==> src/rtl/seq_divider_16by8.sv <==
// Iterative restoring divider: 2*WIDTH-bit dividend / WIDTH-bit divisor, one quotient bit per clock.
// Define DIV_CHECK_EN to add a registered quotient*divisor+remainder self-check (adds one cycle of latency).
module seq_divider_16by8 #(
  parameter int WIDTH = 8
) (
  input  logic               clk,
  input  logic               rst,
  input  logic               in_valid,
  output logic               in_ready,
  input  logic [2*WIDTH-1:0] dividend,
  input  logic [WIDTH-1:0]   divisor,
  output logic               out_valid,
  input  logic               out_ready,
  output logic [2*WIDTH-1:0] quotient,
  output logic [WIDTH-1:0]   remainder,
  output logic               div_by_zero,
  output logic               chk_err
);

  localparam int CNT_W = $clog2(2*WIDTH);
  localparam logic [CNT_W-1:0] LAST_CNT = CNT_W'(2*WIDTH-1);

  localparam logic [1:0] IDLE  = 2'd0;
  localparam logic [1:0] BUSY  = 2'd1;
  localparam logic [1:0] DONE  = 2'd3;
`ifdef DIV_CHECK_EN
  localparam logic [1:0] CHECK = 2'd2;
`endif

  logic [1:0]         state_q, state_d;
  logic [2*WIDTH-1:0] dvd_q, dvd_d;
  logic [WIDTH-1:0]   dvs_q, dvs_d;
  // Partial remainder is always < divisor, so WIDTH bits hold it between iterations.
  logic [WIDTH-1:0]   pr_q, pr_d;
  logic [2*WIDTH-1:0] quo_q, quo_d;
  logic [CNT_W-1:0]   cnt_q, cnt_d;
  logic [2*WIDTH-1:0] quotient_q, quotient_d;
  logic [WIDTH-1:0]   remainder_q, remainder_d;
  logic               dbz_q, dbz_d;

  logic [WIDTH:0]     pr_shift;
  logic [WIDTH:0]     pr_sub;
  logic               ge;
  logic [WIDTH-1:0]   pr_next;
  logic [2*WIDTH-1:0] quo_next;
  logic               unused_sub_msb;

`ifdef DIV_CHECK_EN
  logic [2*WIDTH-1:0] dvd_orig_q, dvd_orig_d;
  logic               chk_q, chk_d;

  // Reconstructs the dividend from the result; any carry past 2*WIDTH bits is also a mismatch.
  function automatic logic check_mismatch(input logic [2*WIDTH-1:0] q,
                                          input logic [WIDTH-1:0]   d,
                                          input logic [WIDTH-1:0]   r,
                                          input logic [2*WIDTH-1:0] n);
    logic [3*WIDTH:0] full;
    full = ({{(WIDTH+1){1'b0}}, q} * {{(2*WIDTH+1){1'b0}}, d})
         + {{(2*WIDTH+1){1'b0}}, r};
    return (full[2*WIDTH-1:0] != n) || (|full[3*WIDTH:2*WIDTH]);
  endfunction
`endif

  // Single restoring step: bring in the next dividend bit, subtract if it fits.
  assign pr_shift       = {pr_q, dvd_q[2*WIDTH-1]};
  assign pr_sub         = pr_shift - {1'b0, dvs_q};
  assign ge             = (pr_shift >= {1'b0, dvs_q});
  assign pr_next        = ge ? pr_sub[WIDTH-1:0] : pr_shift[WIDTH-1:0];
  assign quo_next       = {quo_q[2*WIDTH-2:0], ge};
  assign unused_sub_msb = pr_sub[WIDTH];

  always_comb begin
    state_d     = state_q;
    dvd_d       = dvd_q;
    dvs_d       = dvs_q;
    pr_d        = pr_q;
    quo_d       = quo_q;
    cnt_d       = cnt_q;
    quotient_d  = quotient_q;
    remainder_d = remainder_q;
    dbz_d       = dbz_q;
`ifdef DIV_CHECK_EN
    dvd_orig_d  = dvd_orig_q;
    chk_d       = chk_q;
`endif
    case (state_q)
      IDLE: begin
        if (in_valid) begin
          if (divisor != '0) begin
            dvd_d   = dividend;
            dvs_d   = divisor;
            pr_d    = '0;
            quo_d   = '0;
            cnt_d   = '0;
            state_d = BUSY;
`ifdef DIV_CHECK_EN
            dvd_orig_d = dividend;
`endif
          end else begin
            quotient_d  = '1;
            remainder_d = '0;
            dbz_d       = 1'b1;
            state_d     = DONE;
`ifdef DIV_CHECK_EN
            chk_d = 1'b0;
`endif
          end
        end
      end
      BUSY: begin
        dvd_d = {dvd_q[2*WIDTH-2:0], 1'b0};
        pr_d  = pr_next;
        quo_d = quo_next;
        cnt_d = cnt_q + 1'b1;
        if (cnt_q == LAST_CNT) begin
`ifdef DIV_CHECK_EN
          state_d = CHECK;
`else
          quotient_d  = quo_next;
          remainder_d = pr_next;
          dbz_d       = 1'b0;
          state_d     = DONE;
`endif
        end
      end
`ifdef DIV_CHECK_EN
      CHECK: begin
        quotient_d  = quo_q;
        remainder_d = pr_q;
        dbz_d       = 1'b0;
        chk_d       = check_mismatch(quo_q, dvs_q, pr_q, dvd_orig_q);
        state_d     = DONE;
      end
`endif
      DONE: begin
        if (out_ready) begin
          state_d = IDLE;
          dbz_d   = 1'b0;
`ifdef DIV_CHECK_EN
          chk_d = 1'b0;
`endif
        end
      end
      default: state_d = IDLE;
    endcase
  end

  always_ff @(posedge clk) begin
    if (rst) begin
      state_q     <= IDLE;
      cnt_q       <= '0;
      quotient_q  <= '0;
      remainder_q <= '0;
      dbz_q       <= 1'b0;
    end else begin
      state_q     <= state_d;
      cnt_q       <= cnt_d;
      quotient_q  <= quotient_d;
      remainder_q <= remainder_d;
      dbz_q       <= dbz_d;
    end
  end

  // Working datapath registers carry no reset; they are reloaded on every accept.
  always_ff @(posedge clk) begin
    dvd_q <= dvd_d;
    dvs_q <= dvs_d;
    pr_q  <= pr_d;
    quo_q <= quo_d;
  end

`ifdef DIV_CHECK_EN
  always_ff @(posedge clk) begin
    dvd_orig_q <= dvd_orig_d;
    if (rst) chk_q <= 1'b0;
    else     chk_q <= chk_d;
  end
  assign chk_err = chk_q;
`else
  assign chk_err = 1'b0;
`endif

  assign in_ready    = (state_q == IDLE);
  assign out_valid   = (state_q == DONE);
  assign quotient    = quotient_q;
  assign remainder   = remainder_q;
  assign div_by_zero = dbz_q;

endmodule

==> config.mk <==
export PLATFORM = sky130hd
export DESIGN_NAME = seq_divider_16by8
export DESIGN_NICKNAME = d
export VERILOG_FILES = /design/src/rtl/seq_divider_16by8.sv
export SDC_FILE = /design/constraint.sdc
export NUM_CORES = 1
export LEC_CHECK = 0
export CORE_UTILIZATION = 30
export DETAILED_ROUTE_END_ITERATION = 10
export GPL_TIMING_DRIVEN = 0
export PLACE_DENSITY = 0.6
export SLEW_MARGIN = 0
export SYNTH_ARGS = -nofsm -noshare
export SYNTH_HDL_FRONTEND = slang
export SYNTH_SLANG_ARGS = --single-unit
==> constraint.sdc <==
create_clock -name clk -period 5.3 [get_ports clk]
set_input_delay 1.59 -clock clk [delete_from_list [all_inputs] [get_ports clk]]
set_output_delay 1.59 -clock clk [all_outputs]
set_load 0.02 [all_outputs]
==> results of run 1 <==
[stage by stage]
step	hold slack [ns]	setup WS [ns]	cells
floorplan	0.463	1.81	339
global placement	0.463	0.940	536
detailed placement	0.449	1.39	536
CTS	0.475	1.71	552
global route	0.497	1.61	552
finish	0.484	1.74	552
[placed cells by master (no fill, tap or decap), types with 2 or more instances in the layout]
master and count:
nor2_2 2, inv_1 17, or3_1 2, dfxtp_1 31, edfxtp_1 47, and2_1 20
buf_6 4, nor3_1 2, nand2_1 50, or4_4 2, mux2_2 2, xor2_1 5
a21oi_1 12, nor2b_1 2, mux2i_1 6, ha_1 9, o211ai_1 2, nor2_1 56
o2bb2ai_1 2, clkbuf_16 9, nand4_1 2, clkbuf_8 2, a22o_1 2, nand3_1 5
clkbuf_1 9, clkdlybuf4s50_1 54, or2_2 3, o21ai_0 4, nor3_2 15, a211oi_1 4
nand2b_1 4
[synth_stat cells, drive strengths merged (2+ instances only)]
cell type	instances
a211oi	4
o211ai	2
dfxtp	31
clkbuf	8
and2	21
o2bb2ai	2
xor2	5
nand3	6
buf	7
nand2b	4
nand4	2
a22o	2
or3	2
or2	3
mux2i	6
nor2b	2
nor3	18
or4	2
ha	9
nor2	58
o21ai	4
edfxtp	47
a21oi	12
mux2	2
nand2	50
inv	18
[per-layer routing]
metal	part of all wire	up-vias	GRT usage
li1	-	1282	-
met1	0.48	1161	0.157
met2	0.47	41	0.210
met3	0.032	13	0.0328
met4	0.020	0	0.0539
met5	0	-	0
[worst min path at each step]
stage | end | slack, ns | cells past startpoint
2_1_floorplan | quotient[15] | 0.46 | 2
3_3_place_gp | remainder[5] | 0.46 | 1
3_5_place_dp | remainder[5] | 0.45 | 1
4_1_cts | remainder[5] | 0.47 | 1
5_1_grt | remainder[5] | 0.50 | 1
6_report | remainder[0] | 0.48 | 1
[layout make-up]
| class | count | share of cell area |
|---|---|---|
| Multi-Input combinational cell | 228 | 0.298 |
| Timing Repair Buffer | 54 | 0.118 |
| Clock buffer | 12 | 0.0539 |
| Sequential cell | 78 | 0.444 |
| Buffer | 15 | 0.0222 |
| Clock inverter | 4 | 0.0101 |
| Inverter | 18 | 0.0148 |
| Tap cell | 143 | 0.0391 |
[worst reg2reg max path, stage by stage, from the launching register on]
cell,delay [ns]
edfxtp_1,0.41
ha_1,0.24
fa_1,0.38
nand2b_1,0.20
a211oi_1,0.30
o21a_1,0.17
o21ai_0,0.08
o311ai_0,0.17
a21oi_1,0.15
[power by group through the flow]
stage	combinational, mW	sequential, mW	clock (mW)
floorplan	0.170	0.748	0
global placement	0.258	0.745	0
detailed placement	0.264	0.746	0
CTS	0.264	0.733	0.625
global route	0.293	0.739	0.648
finish	0.260	0.732	0.611
[kinds of logic after synthesis]
logic type               Yosys count  share of synthesized area
AO/OA/AOI/OAI                     35                     0.0650
XOR/XNOR                           5                     0.0123
adder cells (fa/ha/maj)           10                     0.0372
buffers and inverters             33                     0.0474
flip-flops                        78                      0.570
multiplexers                       8                     0.0232
other                              1                    0.00105
AND/OR/NAND/NOR                  169                      0.243
[sequential cells by signal (all words and copies together) (netlist names)]
name	flops
cnt_q	4
div_by_zero	1
dvd_q	16
dvs_q	8
pr_q	8
quo_q	15
quotient	16
remainder	8
state_q	2
==> results.py, run 1 <==
metrics = {
    "run_status": {
        "status": "complete, but fails checks",
        "failed_checks": "design-rule violations",
    },
    "logic_synthesis": {
        "synth_nets": 377,
        "ys_seq_elements": 78,
        "seq_area_frac_synth": 0.570,
        "synth_area_sq_um": 3560,
        "synthFlopType": "edfxtp_1",
        "synth_top_area_frac": 0.396,
        "yosys-top-cells-area": "edfxtp_1 40%, dfxtp_1 17%, nor2_1 5.9%, nand2_1 5.3%, nor3_2 4.2%",
        "synth-async-reset-ratio": 0,
        "synth_cells": 339,
        "yosysWarnings": 0,
        "yosysTopAreaCell": "edfxtp_1",
        "synth_edf_count": 47,
        "syn-mean-instance-area_sq_um": 10.5,
        "yosysUniqueCellTypes": 47,
    },
    "floorplan": {
        "fp.dieW_microns": 111,
        "die_h_microns": 111,
        "rows": 39,
        "io_pins": 56,
        "coreArea_sq_um": 11500,
        "initial_core_util": 0.309,
        "die_area_sq_um": 12300,
    },
    "clock_network": {
        "root_buffer": "clkbuf_16",
        "cts_resized": 0,
        "insertion_delay_ns": 0.33,
        "cts_max_level": 3,
        "cts_sinks": 78,
        "cts_setup_buffers": 0,
        "cts_hold_buf": 0,
        "clk_pin_slew_worst_paths_ns": 0.06,
        "cts_tree": "yes",
        "cts_made_buffers": 9,
        "clock_path_buffers": 2,
    },
    "route": {
        "drt_iter0_drc": 82,
        "drt-pass1-iter-count": 7,
        "vias": 2497,
        "viasPerCell": 4.52,
        "drcViolationCount": 6,
        "wl_per_cell_microns": 13.1,
        "wl_mm": 7.23,
        "ant_nets": 0,
    },
    "critical_path": {
        "worstSetupStartpointType": "input pin",
        "reg2reg_slack_ns": 2.93,
        "critPathCaptureType": "flop",
        "rr_worst_depth": 8,
        "regToRegEndpoint": "pr_q[6]",
        "cp_max_fo": 41,
        "cp_slowest_cell": "or4_4",
        "crit_family": "simple AND/OR/NAND/NOR gates",
        "required_ns": 5.53,
        "critical_path_class": "in -> reg",
        "path_cells": "clkdlybuf4s50_1, or4_4, o21ai_0, a21o_1, inv_2, nand4_1, xor2_1, nor2_1",
        "r2r-start": "dvs_q[0]",
        "crit_arrival_ns": 3.78,
        "crit_end": "cnt_q[3]",
        "critPathMaxStageDelay_ns": 0.57,
        "cp.depth": 8,
        "critPathLaunch": "divisor[5]",
        "crit_buf_inv": 2,
    },
    "timing": {
        "period_share": 0.671,
        "slew_violations": 0,
        "finalHoldViolCount": 0,
        "fin_setup_tns_ns": 0,
        "fin_skew_ns": 0.00846,
        "fmax_mhz": 281,
        "rsz0062_at_grt": "false",
        "setup_viol": 0,
        "slew_headroom": 0.412,
        "worst_slew_pin_slew_ns": 0.880,
        "period_minus_slack_ns": 3.56,
    },
    "grt": {
        "grt_pass1_wl_mm": 12.2,
        "grt_overflow": 0,
        "first_global_vias": 2564,
        "antenna_found_initial": 0,
        "track_usage": 0.127,
        "grt_start_max_net_pins": 42,
    },
    "power_and_ir_drop": {
        "p_leak_nw": 1.80,
        "p_per_area_nw_per_um2": 351,
        "sequentialPowerShare": 0.457,
        "combinationalPowerShare": 0.162,
        "switching_share": 0.254,
        "total_power_mw": 1.60,
        "clkPwrFrac": 0.381,
        "power.switching_uw": 407,
        "intPower_mw": 1.20,
        "peakVddDrop_mv": 0.173,
    },
    "min_path": {
        "min_from": "remainder[0]",
        "hp-class": "reg -> reg",
    },
    "place": {
        "dpl.hpwl_mm": 5.21,
        "io_buffers": 54,
        "placed_area_sq_um": 4280,
        "gp_congestion": 0.812,
    },
    "final_layout": {
        "multi_input_area_sq_um": 1360,
        "fin_nets": 442,
        "fin_area_sq_um": 4570,
        "finish.utilization": 0.397,
        "syn2layout_area_growth_pct": 28.4,
        "fillers": 1159,
        "diodes": 0,
        "regArea_sq_um": 2030,
        "layout-drive-gt1-share": 0.120,
    },
    "flow_run": {
        "drv_cap": 0,
    },
}
Note: power is estimated with default switching activity, not from simulation.
==> run 2: changes to the inputs <==
==> constraint.sdc (replaced) <==
create_clock -name clk -period 3.7 [get_ports clk]
set_input_delay 1.11 -clock clk [delete_from_list [all_inputs] [get_ports clk]]
set_output_delay 1.11 -clock clk [all_outputs]
set_load 0.02 [all_outputs]
==> results of run 2 <==
The final DEF is identical to that of run 1. Status: complete, but fails checks: design-rule violations.
Main changes from that run: setup slack after placement 1.39 ns -> 0.266 ns; setup slack after layout 1.74 ns -> 0.624 ns; register-to-register setup slack 2.93 ns -> 1.33 ns; total power 1.60 mW -> 2.30 mW; worst IR drop on VDD 0.173 mV -> 0.248 mV
